## src/rtl/ssd_scan_decoder.sv

```systemverilog
// ssd_scan_decoder: recovers hex digits from a multiplexed 4-digit, 7-segment
// display bus. Each anode/cathode combination must be stable for SETTLE_CYCLES
// cycles before the active digit's segment pattern is decoded.
//
// Ports:
//   ClkPort    - system clock (100 MHz)
//   Reset      - asynchronous, active-high reset
//   An[3:0]    - scanned anodes, active-low, bit i selects digit i
//   Cath[7:0]  - cathodes {a,b,c,d,e,f,g,dp}, active-low
//   Digits     - recovered nibbles, digit i at [4i+3:4i]
//   DigitValid - bit i set when nibble i holds a valid decode
//   FrameDone  - one-cycle pulse when all four digits were sampled
//   CodeErr    - one-cycle pulse on a bad segment pattern or multi-low anode
//   ErrCount   - saturating count of CodeErr pulses
//   DpOut      - captured decimal points (only with SSD_DP_CAPTURE_EN)
//
// Build option: define SSD_DP_CAPTURE_EN to add the DpOut port.
module ssd_scan_decoder #(
    parameter int unsigned SETTLE_CYCLES = 16
) (
    input  logic        ClkPort,
    input  logic        Reset,
    input  logic [3:0]  An,
    input  logic [7:0]  Cath,
    output logic [15:0] Digits,
    output logic [3:0]  DigitValid,
    output logic        FrameDone,
    output logic        CodeErr,
    output logic [7:0]  ErrCount
`ifdef SSD_DP_CAPTURE_EN
    ,
    output logic [3:0]  DpOut
`endif
);

    localparam int unsigned CNT_W = $clog2(SETTLE_CYCLES);
    localparam logic [CNT_W-1:0] CNT_LAST = CNT_W'(SETTLE_CYCLES - 1);
`ifdef SSD_DP_CAPTURE_EN
    localparam logic [7:0] CATH_MASK = 8'hFF;
`else
    localparam logic [7:0] CATH_MASK = 8'hFE;
`endif

    typedef enum logic [1:0] {
        ST_IDLE   = 2'd0,
        ST_SETTLE = 2'd1,
        ST_SAMPLE = 2'd2,
        ST_HOLD   = 2'd3
    } state_t;

    state_t           state_q, state_d;
    logic [3:0]       an_s1, an_s2, an_prev;
    logic [7:0]       cath_s1, cath_s2, cath_prev;
    logic [CNT_W-1:0] cnt_q;
    logic [1:0]       idx_q;
    logic [3:0]       seen_q;

    logic       an_idle_c, an_one_c, an_multi_c;
    logic [1:0] an_idx_c;
    logic       an_chg_c, cath_chg_c;
    logic       cnt_clr_c, cnt_inc_c, idx_load_c, sample_c, err_c;
    logic [4:0] dec_c;
    logic [3:0] seen_set_c;
    logic       err_any_c;

    // Active-low abcdefg pattern -> {valid, nibble}
    function automatic logic [4:0] decode7(input logic [6:0] seg);
        case (seg)
            7'b0000001: decode7 = {1'b1, 4'h0};
            7'b1001111: decode7 = {1'b1, 4'h1};
            7'b0010010: decode7 = {1'b1, 4'h2};
            7'b0000110: decode7 = {1'b1, 4'h3};
            7'b1001100: decode7 = {1'b1, 4'h4};
            7'b0100100: decode7 = {1'b1, 4'h5};
            7'b0100000: decode7 = {1'b1, 4'h6};
            7'b0001111: decode7 = {1'b1, 4'h7};
            7'b0000000: decode7 = {1'b1, 4'h8};
            7'b0000100: decode7 = {1'b1, 4'h9};
            7'b0001000: decode7 = {1'b1, 4'hA};
            7'b1100000: decode7 = {1'b1, 4'hB};
            7'b0110001: decode7 = {1'b1, 4'hC};
            7'b1000010: decode7 = {1'b1, 4'hD};
            7'b0110000: decode7 = {1'b1, 4'hE};
            7'b0111000: decode7 = {1'b1, 4'hF};
            default:    decode7 = 5'b0_0000;
        endcase
    endfunction

    // Anode classification
    always_comb begin
        an_one_c = 1'b1;
        an_idx_c = 2'd0;
        case (an_s2)
            4'b1110: an_idx_c = 2'd0;
            4'b1101: an_idx_c = 2'd1;
            4'b1011: an_idx_c = 2'd2;
            4'b0111: an_idx_c = 2'd3;
            default: an_one_c = 1'b0;
        endcase
    end

    assign an_idle_c  = (an_s2 == 4'b1111);
    assign an_multi_c = !an_idle_c && !an_one_c;
    assign an_chg_c   = (an_s2 != an_prev);
    assign cath_chg_c = |((cath_s2 ^ cath_prev) & CATH_MASK);
    assign dec_c      = decode7(cath_s2[7:1]);
    assign seen_set_c = seen_q | (4'b0001 << idx_q);
    assign err_any_c  = err_c || (sample_c && !dec_c[4]);

    // State register
    always_ff @(posedge ClkPort or posedge Reset) begin
        if (Reset) state_q <= ST_IDLE;
        else       state_q <= state_d;
    end

    // Next state and control
    always_comb begin
        state_d    = state_q;
        cnt_clr_c  = 1'b0;
        cnt_inc_c  = 1'b0;
        idx_load_c = 1'b0;
        sample_c   = 1'b0;
        err_c      = 1'b0;
        case (state_q)
            ST_IDLE: begin
                if (an_one_c) begin
                    state_d    = ST_SETTLE;
                    cnt_clr_c  = 1'b1;
                    idx_load_c = 1'b1;
                end
            end
            ST_SETTLE: begin
                if (an_idle_c) begin
                    state_d = ST_IDLE;
                end else if (an_multi_c) begin
                    err_c   = 1'b1;
                    state_d = ST_IDLE;
                end else if (an_chg_c || cath_chg_c) begin
                    // Restart the stability window; anode may now name another digit
                    cnt_clr_c  = 1'b1;
                    idx_load_c = 1'b1;
                end else if (cnt_q == CNT_LAST) begin
                    state_d = ST_SAMPLE;
                end else begin
                    cnt_inc_c = 1'b1;
                end
            end
            ST_SAMPLE: begin
                sample_c = 1'b1;
                state_d  = ST_HOLD;
            end
            ST_HOLD: begin
                // Only an anode change leaves HOLD; cathode changes are ignored
                if (an_chg_c) begin
                    if (an_one_c) begin
                        state_d    = ST_SETTLE;
                        cnt_clr_c  = 1'b1;
                        idx_load_c = 1'b1;
                    end else if (an_multi_c) begin
                        err_c   = 1'b1;
                        state_d = ST_IDLE;
                    end else begin
                        state_d = ST_IDLE;
                    end
                end
            end
            default: state_d = ST_IDLE;
        endcase
    end

    // Synchronizers, settle counter and captured outputs
    always_ff @(posedge ClkPort or posedge Reset) begin
        if (Reset) begin
            an_s1      <= 4'hF;
            an_s2      <= 4'hF;
            an_prev    <= 4'hF;
            cath_s1    <= 8'hFF;
            cath_s2    <= 8'hFF;
            cath_prev  <= 8'hFF;
            cnt_q      <= '0;
            idx_q      <= 2'd0;
            seen_q     <= 4'b0000;
            Digits     <= 16'h0000;
            DigitValid <= 4'b0000;
            FrameDone  <= 1'b0;
            CodeErr    <= 1'b0;
            ErrCount   <= 8'd0;
`ifdef SSD_DP_CAPTURE_EN
            DpOut      <= 4'b0000;
`endif
        end else begin
            an_s1     <= An;
            an_s2     <= an_s1;
            an_prev   <= an_s2;
            cath_s1   <= Cath;
            cath_s2   <= cath_s1;
            cath_prev <= cath_s2;

            if (cnt_clr_c)      cnt_q <= '0;
            else if (cnt_inc_c) cnt_q <= cnt_q + CNT_W'(1);

            if (idx_load_c) idx_q <= an_idx_c;

            FrameDone <= sample_c && (seen_set_c == 4'b1111);
            CodeErr   <= err_any_c;
            if (err_any_c && (ErrCount != 8'hFF)) ErrCount <= ErrCount + 8'd1;

            if (sample_c) begin
                if (dec_c[4]) begin
                    Digits[{idx_q, 2'b00} +: 4] <= dec_c[3:0];
                    DigitValid[idx_q]           <= 1'b1;
                end else begin
                    DigitValid[idx_q] <= 1'b0;
                end
                // A completed frame clears seen as FrameDone rises
                seen_q <= (seen_set_c == 4'b1111) ? 4'b0000 : seen_set_c;
`ifdef SSD_DP_CAPTURE_EN
                DpOut[idx_q] <= ~cath_s2[0];
`endif
            end
        end
    end

endmodule
```

## config.mk

```make
export PLATFORM = sky130hd
export DESIGN_NAME = ssd_scan_decoder
export DESIGN_NICKNAME = d
export VERILOG_FILES = /design/src/rtl/ssd_scan_decoder.sv
export SDC_FILE = /design/constraint.sdc
export NUM_CORES = 1
export LEC_CHECK = 0
export BUFFER_PORTS_ARGS = -buffer_cell sky130_fd_sc_hd__buf_4
export CAP_MARGIN = 10
export CORE_MARGIN = 3
export CORE_UTILIZATION = 40
export DETAILED_ROUTE_END_ITERATION = 8
export PLACE_DENSITY = 0.65
export SYNTH_ARGS = -nofsm -noshare
export SYNTH_HDL_FRONTEND = slang
export SYNTH_SLANG_ARGS = --single-unit
```

## constraint.sdc

```tcl
create_clock -name ClkPort -period 3 [get_ports ClkPort]
set_clock_uncertainty 0.05 [all_clocks]
set_input_delay 0.45 -clock ClkPort [delete_from_list [all_inputs] [get_ports ClkPort]]
set_output_delay 0.45 -clock ClkPort [all_outputs]
set_load 0.05 [all_outputs]
```

==> flow_metrics.tcl <==
set metrics [dict create \
    status "finished, final reports clean" \
    holdCritPathClass "in -> async" \
    p_seq_frac 0.511 \
    min_period_ps 2440 \
    arrival_ps 2610 \
    synth-async-reset-ratio 1.00 \
    dieHeight_um 99.6 \
    netlist.area_leader.share 0.300 \
    fin_area_sq_mm 0.00412 \
    power_frac_comb 0.166 \
    power_frac_clock 0.323 \
    synth_area_leader_cell "dfrtp_1" \
    max-cap-violations 0 \
    slew_viol_final 0 \
    fmax_mhz 410 \
    p_sw_frac 0.302 \
    fin_crit_sh 0.814 \
    wl_um 6480 \
    post_cts_buffers 0 \
    worst_path_largest_cell_delay_ps 730 \
    required_ps 3170 \
    avgRoutedWirePerCell_um 14.4 \
    post-place-ws_ps 558 \
    io_pins 44 \
    synthesis.nets 321 \
    clock_latency_ps 340 \
    fin_tns_setup_ps 0 \
    critPathKind "reg -> reg" \
    p_per_area_mw_per_mm2 557 \
    tightest_slew_ps 613 \
    max_slew_margin 0.590 \
    initial_utilization 0.418 \
    nets 365 \
    path_clk_slew_ps 80 \
    place_hpwl_um 4430 \
    layout_common_cells "45 x buf_4, 42 x dfrtp_1, 37 x nor2_1" \
    syn2layout_area_growth_pct 17.4 \
    path_max_fanout 15 \
    viasPerCell 5.18 \
    dieWidth_um 99.6 \
    yosysWarnings 0 \
    power.internal_mw 1.60 \
    cp_num_buf_inv 1 \
    ant_nets 0 \
    antenna_found_initial 0 \
    ir_drop_uv 512 \
    cp-end-kind "flip-flop" \
    gp_congestion 0.836 \
    place_area_sq_mm 0.00393 \
    port_buffers 42 \
    final_core_util 0.491 \
    drt_iter0_markers 76 \
    grt.total_usage 0.139 \
    layout_commonest_cell "buf_4" \
    cts_root_buffer "clkbuf_8" \
    finalHoldViolCount 0 \
    path_cells "nor2b_1, a22oi_1, o211a_1, nor3b_2, buf_4, nand3b_4, mux2_2" \
    synth_area_per_cell_sq_um 11.8 \
    die_area_sq_mm 0.00992 \
    grt_max_degree 76 \
    cts.sinks 75 \
    num_rows 33 \
    total_power_mw 2.29 \
    cpMaxStageDelayCell "dfstp_2" \
    synth_area_leaders "dfrtp_1 30%, dfstp_2 25%, mux2_2 5.1%" \
    first_pass_iters 5 \
    p_sw_mw 0.693 \
    drive_gt1_frac 0.355 \
    clk_path_buf_depth 2 \
    synth_cells 297 \
    cts_hold_buffers 0 \
    cts-resized-gates 0 \
    path_delay_family "flip-flops" \
    ctsHtreeMaxLevel 3 \
    core-area_sq_mm 0.00838 \
    cts_made_buffers 9 \
    syn_area_sq_mm 0.00350 \
    grt_pass1_vias 2333 \
    dominantRegCellSynth "dfrtp_1" \
    worstSetupStartpointType "flip-flop" \
    grt_pass1_wl_um 11000 \
    setup_violations 0 \
    p_leak_nw 1.88 \
    synth_edf_count 0 \
    grt_overflow 0 \
    rsz0062_at_grt "no" \
    drc 0 \
    vias 2338 \
    ys_types 52 \
    diodes 0 \
    finalWorstSetupSlack_ps 559 \
    cts_tree "done" \
    ys_ff_latch 75 \
    seq_area_frac_synth 0.547 \
]
-- layer usage --
layer  global-route usage  routed length [um]  vias up  share of wire
met4               0.0536                 104        0          0.016
met5                    0                   0        -              0
met1                0.186                2990     1140           0.46
met2                0.218                3110       50           0.48
li1                     -                   -     1137              -
met3               0.0372                 280       11          0.043
-- worst reg2reg max path: cells and delay by family (launching register included) --
kind                   cells  cell delay, ps
flip-flops                 1             730
AND/OR/NAND/NOR            3             470
AO/OA/AOI/OAI              2             560
multiplexers               1             340
buffers and inverters      1             180
-- stage by stage --
step,std cells,hold WS (ps)
2_1_floorplan,297,295
6_report,451,145
3_3_place_gp,435,296
4_1_cts,451,146
3_5_place_dp,435,297
5_1_grt,451,135
-- path summary, 6_finish.rpt --
kind                            depth (start not counted)  slack [ps]       start          end
max in group asynchronous                               3        2440       Reset   cath_s2[4]
worst max-delay path                                    7         560  cath_s2[3]    Digits[0]
worst min register to register                          0         300    an_s1[3]     an_s2[3]
worst min-delay path                                    3         150       Reset  ErrCount[4]
worst max register to register                          7         560  cath_s2[3]    Digits[0]
min in group ClkPort                                    1         160       An[0]     an_s1[0]
-- power by group through the flow --
| stage | clock [mW] | sequential, mW | combinational (mW) |
|---|---|---|---|
| after global placement | 0 | 1.19 | 0.378 |
| after floorplan | 0 | 1.27 | 0.186 |
| after global routing | 0.812 | 1.18 | 0.414 |
| final | 0.741 | 1.17 | 0.382 |
| after detailed placement | 0 | 1.19 | 0.385 |
| after CTS | 0.756 | 1.17 | 0.386 |
-- kinds of logic after synthesis --
kind of cell,after synthesis,synth area share
compound gates,48,0.0971
xor+xnor,19,0.0475
fa+ha+maj,11,0.0386
buf+inv,18,0.0250
flops,75,0.547
mux,23,0.0725
simple gates,103,0.172
-- Yosys cell counts (4+ instances only) --
| library cell | number |
|---|---|
| dfstp_2 | 33 |
| dfrtp_1 | 42 |
| ha_1 | 10 |
| o21ai_0 | 8 |
| nand3b_4 | 4 |
| clkbuf_1 | 5 |
| inv_1 | 5 |
| nand2_1 | 12 |
| nor2b_1 | 4 |
| nor2_1 | 37 |
| mux2i_1 | 4 |
| and4_1 | 4 |
| xor2_1 | 9 |
| or3_1 | 4 |
| buf_2 | 4 |
| nand3_1 | 15 |
| mux2_2 | 16 |
| a21oi_1 | 18 |
| xnor2_1 | 10 |
| a31oi_1 | 7 |
-- final cells by class --
class                   count  area, sq um
clock inverters             3         20.0
flip-flops and latches     75         1920
multi-input cells         204         1500
well taps                 105          131
clock buffers              13          170
repair buffers             46          358
fillers                   754         4270
inverters                   5         18.8
-- flip-flops by register name, summed over array words and instances (netlist names), named ones only --
register	count
cath_s1	7
cath_s2	7
an_prev	4
state_q	1
cath_prev	7
idx_q	2
an_s2	4
cnt_q	4
Digits	16
FrameDone	1
CodeErr	1
ErrCount	8
an_s1	4
seen_q	4
No activity file was read; power rests on OpenSTA's default activity.
